`src/rtl/adc_in_ts_capture.sv`:
```
// rtl/adc_in_ts_capture.sv - ADC-input timestamp capture: free-running counter latched on a qualified trigger.
// Optional PPS counter re-sync enabled by defining ADC_TS_PPS_SYNC_EN.
module adc_in_ts_capture #(
  parameter int CNT_W       = 48,
  parameter int TS_SHIFT    = 0,
  parameter int HOLDOFF_CYC = 16
) (
  input  logic        user_clk,
  input  logic        user_rst,
  input  logic        arm,
  input  logic        auto_rearm,
  input  logic        clear,
  input  logic        trig,
`ifdef ADC_TS_PPS_SYNC_EN
  input  logic        pps,
`endif
  output logic [31:0] ts_out,
  output logic        ts_valid,
  output logic [7:0]  cap_count,
  output logic        ts_missed,
  output logic        armed
);

  localparam logic [1:0] S_IDLE    = 2'd0;
  localparam logic [1:0] S_ARMED   = 2'd1;
  localparam logic [1:0] S_HOLDOFF = 2'd2;

  // Holdoff counter runs HOLD_LOAD..0, so HOLDOFF lasts exactly HOLDOFF_CYC cycles.
  localparam logic [15:0] HOLD_LOAD = 16'((HOLDOFF_CYC > 0) ? HOLDOFF_CYC - 1 : 0);

  logic [CNT_W-1:0] r_ts_cnt;
  logic             r_arm_d;
  logic [1:0]       r_state;
  logic [15:0]      r_hold_cnt;
  logic [31:0]      r_ts_out;
  logic             r_ts_valid;
  logic [7:0]       r_cap_count;
  logic             r_ts_missed;
  logic             r_armed;

  logic             w_arm_rise;
  logic [1:0]       w_rearm_state;
  logic [1:0]       w_next_state;
  logic [15:0]      w_next_hold;
  logic             w_capture;
  logic             w_missed_set;

  assign w_arm_rise    = arm & ~r_arm_d;
  assign w_rearm_state = auto_rearm ? S_ARMED : S_IDLE;

  always_comb begin
    w_next_state = r_state;
    w_next_hold  = r_hold_cnt;
    w_capture    = 1'b0;
    w_missed_set = 1'b0;
    if (clear) begin
      w_next_state = S_IDLE;
      w_next_hold  = 16'd0;
    end else begin
      case (r_state)
        S_IDLE: begin
          if (w_arm_rise) w_next_state = S_ARMED;
        end
        S_ARMED: begin
          if (trig) begin
            w_capture = 1'b1;
            if (HOLDOFF_CYC == 0) begin
              w_next_state = w_rearm_state;
            end else begin
              w_next_state = S_HOLDOFF;
              w_next_hold  = HOLD_LOAD;
            end
          end
        end
        S_HOLDOFF: begin
          if (trig) w_missed_set = 1'b1;
          if (r_hold_cnt == 16'd0) begin
            w_next_state = w_rearm_state;
          end else begin
            w_next_hold = r_hold_cnt - 16'd1;
          end
        end
        default: w_next_state = S_IDLE;
      endcase
    end
  end

`ifdef ADC_TS_PPS_SYNC_EN
  logic r_pps_d;

  always_ff @(posedge user_clk or posedge user_rst) begin
    if (user_rst) begin
      r_pps_d  <= 1'b0;
      r_ts_cnt <= '0;
    end else begin
      r_pps_d <= pps;
      if (pps & ~r_pps_d) r_ts_cnt <= '0;
      else                r_ts_cnt <= r_ts_cnt + CNT_W'(1);
    end
  end
`else
  always_ff @(posedge user_clk or posedge user_rst) begin
    if (user_rst) r_ts_cnt <= '0;
    else          r_ts_cnt <= r_ts_cnt + CNT_W'(1);
  end
`endif

  // armed is registered from the next state so it tracks the state register exactly.
  always_ff @(posedge user_clk or posedge user_rst) begin
    if (user_rst) begin
      r_arm_d     <= 1'b0;
      r_state     <= S_IDLE;
      r_hold_cnt  <= 16'd0;
      r_ts_out    <= 32'd0;
      r_ts_valid  <= 1'b0;
      r_cap_count <= 8'd0;
      r_ts_missed <= 1'b0;
      r_armed     <= 1'b0;
    end else begin
      r_arm_d    <= arm;
      r_state    <= w_next_state;
      r_hold_cnt <= w_next_hold;
      r_armed    <= (w_next_state == S_ARMED);
      if (w_capture) r_ts_out <= r_ts_cnt[TS_SHIFT +: 32];
      if (clear) begin
        r_ts_valid  <= 1'b0;
        r_cap_count <= 8'd0;
        r_ts_missed <= 1'b0;
      end else begin
        if (w_capture) begin
          r_ts_valid  <= 1'b1;
          r_cap_count <= r_cap_count + 8'd1;
        end
        if (w_missed_set) r_ts_missed <= 1'b1;
      end
    end
  end

  assign ts_out    = r_ts_out;
  assign ts_valid  = r_ts_valid;
  assign cap_count = r_cap_count;
  assign ts_missed = r_ts_missed;
  assign armed     = r_armed;

endmodule

```
`config.mk`:
```
export PLATFORM = sky130hd
export DESIGN_NAME = adc_in_ts_capture
export DESIGN_NICKNAME = d
export VERILOG_FILES = /design/src/rtl/adc_in_ts_capture.sv
export SDC_FILE = /design/constraint.sdc
export NUM_CORES = 1
export LEC_CHECK = 0
export ABC_AREA = 1
export BUFFER_PORTS_ARGS = -buffer_cell sky130_fd_sc_hd__buf_2
export CAP_MARGIN = 20
export CORE_UTILIZATION = 59
export DETAILED_ROUTE_END_ITERATION = 8
export GPL_TIMING_DRIVEN = 0
export PLACE_DENSITY = 0.88
export SYNTH_ARGS = -nofsm -noshare
export SYNTH_HDL_FRONTEND = slang
export SYNTH_SLANG_ARGS = --single-unit
```
`constraint.sdc`:
```
create_clock -name user_clk -period 3.7 [get_ports user_clk]
set_input_delay 0.74 -clock user_clk [delete_from_list [all_inputs] [get_ports user_clk]]
set_output_delay 0.74 -clock user_clk [all_outputs]
set_load 0.02 [all_outputs]
```
[After elaboration in Yosys (flattened, before gate mapping)]
Index checks and enable logic that the tools add are counted.
Word-level totals
  bits of input ports: 6
  output and inout bits: 43
  register bits: 110
  logic and storage cells: 46
Operators by class
  reductions and logical operators: 6
  mux-type cells: 21
  bitwise gates (word level): 2
  add/subtract/negate cells: 3
  eq/ne operators: 5
Operators with widths (count)
  48-bit by 1-bit adder with 48-bit output (second input constant): 1
  16-bit 2-to-1 mux: 3
  16-bit case mux with 2 select lines: 1
  16-bit zero test: 1
  8-bit 2-to-1 mux: 2
  16-bit by 1-bit subtractor with 16-bit output (second input constant): 1
  1-bit 2-to-1 mux: 10
  8-bit by 1-bit adder with 8-bit output (second input constant): 1
  2-bit 2-to-1 mux: 4
  3-bit inequality test (second input constant): 2
  2-bit case mux with 3 select lines: 1
  2-bit by 1-bit equality test with 1-bit output (second input constant): 2
  2-bit nonzero test: 2
  3-bit AND reduction: 1
  3-bit nonzero test: 1
  2-bit equality test (second input constant): 1
  2-bit zero test: 1
  1-bit AND: 1
  1-bit NOT: 1

[Logic depth before layout (Yosys ltp)]
  word-level depth: 6
  depth in mapped cells: 10
  gate-level depth less buffers: 10

[Least setup slack after synthesis]
Ideal clock, no wire load.
  path kind: input to register
  from: input port clear
  to: register r_hold_cnt[1]
  arrival: 1491 ps
  setup slack: 2088 ps
  buffers on the path: 2
  library setup time: 122 ps
  required time: 3578 ps
  cell stages on the path: 8
  path through: clkbuf_2 -> inv_1 -> nand2_1 -> inv_1 -> nand2_4 -> buf_6 -> nand3_1 -> o21ai_1
On the way
  cells in the longest elaborated chain, start to end: 2
  elaborated cells on any way between the ends: 5
  those cells by class: 2 x eq/ne; 1 x mux; 2 x reduce/logical
Ends and longest elaborated chain
  start, declared: line 12  | input logic clear,
  3-bit inequality test (no line) or 3-bit nonzero test (tied branches)
  3-bit AND reduction (no line)
  end signal, assigned: line 122  | r_hold_cnt <= w_next_hold;
  end, declared: line 34  | logic [15:0] r_hold_cnt;
Several ways; a longest one is shown, not always the timed one.
A chain may end at the register's enable or synchronous reset.

[Worst setup path in the final report]
  from: register r_cap_count[0], in the netlist cap_count[0]
  to: output port cap_count[0]
RTL lines
  start, declared: line 37  | logic [7:0] r_cap_count;
  start signal, assigned: line 132  | r_cap_count <= r_cap_count + 8'd1;
  end, declared: line 19  | output logic [7:0] cap_count,
No word-level cell between the ends.

==> impl_results.md <==
* DIE AREA at 8270 µm²
* Synthesized area at 4667 µm²
* Synth async-reset ratio at 1.000
* P_sw at 0.5451 mW
* Worst VDD drop at 0.2045 mV
* Fin crit share at 0.4771
* CP Buf/Inv Count at 1
* Combinational power share at 0.096
* RSZ-0062 raised after global routing: no
* Main combinational cell family by area after synthesis: simple AND/OR/NAND/NOR gates
* Max-cap viol count at 0
* Simple logic cell fraction of the synthesized area at 0.3062
* Seq/Total Area, Yosys at 0.5040
* Pint at 1.432 mW
* GPL Wtd Cong at 0.9522
* WL/cell at 14.20 µm
* Synth Area in XOR/XNOR at 0.04879
* CTS resizes at 0
* Post-Route Utilization at 0.6847
* Layout Skew at 0.01170 ns
* Hold WC Path Type: input pin to asynchronous set/reset pin
* DR iter-0 viols at 223
* Nets at 635
* Clock Tree Root: clkbuf_8
* Mux contribution to synthesized area at 0
* Die Wd at 90.94 µm
* Critical Path Slowest Stage Cell: dfrtp_1
* Post-route ant nets at 0
* Flops & latches, synth at 94
* Drt drc at 0
* Initial antenna violation count at 0
* Core area at 7687 µm²
* Global route overflow at 0
* CTS HTree Levels at 3
* Post-CTS Hold Buffers at 0
* Worst-path clk slew at 0.10 ns
* # port buffers at 47
* Crit start category: flip-flop
* Share of power burned in registers at 0.541
* Postcts setup bufs at 0
* DP HPWL at 7.805 mm
* Status: complete, no violations
* Worst-path cell chain: buf_2
* Final hold violation count at 0
* Avg Inst Size Synth at 8.231 µm²
* Crit path DAT at 1.03 ns
* Starting Density at 0.6071
* Critical path class: flip-flop to output port
* Clk sinks at 94
* Fin. max-slew vios at 0
* Synth Area in Compound Gates at 0.06086
* Top achievable clock speed at 566.5 MHz
* Relative slew margins at 0.6292
* CTS tree: yes
* Mapped Cells at 567
* Worst Tran Pin Value at 0.5562 ns
* CP max FO at 5
* Die Ht at 90.94 µm
* DRT Wirelength at 10.41 mm
* First-pass GRT wire length at 18.06 mm
* WP data required at 2.96 ns
* Design Area, Final at 5264 µm²
* Crit. path cell count at 1
* Largest net degree at the start of global routing at 73
* ANT cells at 0
* Total GRT Usage at 0.2744
* PD cells at 375.7 nW/µm²
* Yosys Warn Count at 0
* CTS Buf Count at 9
* Rows at 32
* Hold WS at 0.3099 ns
* Syn nets at 576
* Area Growth Syn to Fin at 12.79%
* Number of global-route vias before repair at 3934
* Crit path time final at 1.765 ns
* DRT Pass-1 Iters at 5
* Final setup TNS at 0 ns
* Sw Ratio at 0.2757
* Library cells used by synthesis at 37
* Clock latency on the worst-skew pair at 0.38 ns
* Share of layout cells above drive strength 1 at 0.1664
* Synth Flop Type: dfrtp_1
* Setup violators final at 0
* Post-synth EDFFs at 0
* IO Count at 49
* CTS max path bufs at 2
* Clk pwr share at 0.362
* Nature of the critical path endpoint: output port
* DR vias at 3995
* Vias per inst at 5.450
* Area share of fa/ha/maj cells after synthesis at 0.008043
* Worst path max stage delay at 0.45 ns
* Leak at 2.691 nW
* Placed inst area at 5060 µm²
* CP delay by family, top: flip-flops
* Cell count of the worst reg-to-reg path at 10
==> synthesized netlist by cell type (2+ instances only) <==
| cell | instances | share of area |
|---|---|---|
| nand4_1 | 6 | 0.0080 |
| nor3_1 | 18 | 0.019 |
| nor2_4 | 3 | 0.0072 |
| nand2_1 | 167 | 0.13 |
| nor3b_1 | 4 | 0.0064 |
| o21ai_0 | 26 | 0.028 |
| inv_1 | 61 | 0.049 |
| nand2_2 | 3 | 0.0040 |
| o21ai_1 | 5 | 0.0054 |
| o21ai_2 | 6 | 0.011 |
| nor2_1 | 57 | 0.046 |
| ha_1 | 3 | 0.0080 |
| xor2_1 | 25 | 0.047 |
| a21oi_1 | 8 | 0.0086 |
| buf_2 | 4 | 0.0043 |
| nand2_4 | 2 | 0.0048 |
| clkbuf_1 | 3 | 0.0024 |
| buf_6 | 5 | 0.012 |
| nand3_1 | 44 | 0.047 |
| nor2_2 | 4 | 0.0054 |
| nor3_2 | 4 | 0.0086 |
| dfrtp_1 | 94 | 0.50 |
==> area by class of cell <==
type / count / area [µm²]
clock inverters: 7 / 80.08
well taps: 102 / 127.6
flip-flops and latches: 94 / 2352
inverters: 62 / 235.2
fillers: 598 / 2424
clock buffers: 9 / 123.9
repair buffers: 48 / 262.8
plain buffers: 15 / 103.9
multi-input cells: 396 / 1978
==> worst paths after layout <==
path,startpoint,to,slack (ns)
hold / removal,user_rst,ts_out[20],0.31
min in group user_clk,ts_out[24],ts_out[24],0.47
max in group asynchronous,user_rst,ts_out[14],2.73
setup reg to reg,r_hold_cnt[0],r_hold_cnt[10],1.95
hold reg to reg,ts_out[24],ts_out[24],0.47
setup / recovery,cap_count[0],cap_count[0],1.93
==> metrics by stage <==
stage | power (mW) | cells | setup WS, ns
after floorplan | 1.223 | 567 | 0.5113
after global placement | 1.269 | 716 | -0.5282
after detailed placement | 1.282 | 717 | 1.855
after CTS | 1.984 | 733 | 1.927
after global routing | 2.046 | 733 | 1.750
final | 1.978 | 733 | 1.935
==> flip-flops by register name, summed over array words and instances, names as in the netlist <==
signal,count
ts_valid,1
ts_missed,1
armed,1
cap_count,8
ts_out,32
r_ts_cnt,32
r_arm_d,1
r_state,2
r_hold_cnt,16
==> cell usage in the layout (no fill, tap or decap), types with 9 or more instances in the layout <==
| master | Yosys | routed |
|---|---|---|
| nor2_1 | 57 | 57 |
| buf_2 | 4 | 51 |
| inv_1 | 61 | 60 |
| o21ai_0 | 26 | 26 |
| nor3_1 | 18 | 18 |
| nand2_1 | 167 | 167 |
| dfrtp_1 | 94 | 94 |
| clkbuf_8 | 0 | 9 |
| nand3_1 | 44 | 44 |
| xor2_1 | 25 | 25 |
==> kinds of logic after synthesis <==
family / Yosys count
adders and majority gates: 3
xor gates and xnor gates: 26
buffers and inverters: 77
DFF: 94
and+or+nand+nor: 318
AOI/OAI and AO/OA: 49
==> power groups by stage <==
stage	Sequential [mW]	Clock [mW]	Combinational, mW
after global routing	1.08	0.756	0.215
after detailed placement	1.09	0	0.192
after CTS	1.07	0.722	0.192
after floorplan	1.11	0	0.110
after global placement	1.09	0	0.180
final	1.07	0.716	0.191
==> routing by layer <==
metal,wire length [µm],GRT usage,share of wire,up-vias
li1,-,-,-,1912
met1,4520,0.3528,0.43,1926
met2,5184,0.4646,0.50,131
met3,445,0.03434,0.043,26
met4,261,0.1270,0.025,0
met5,0,0,0,-
(Power assumes the default switching activity.)
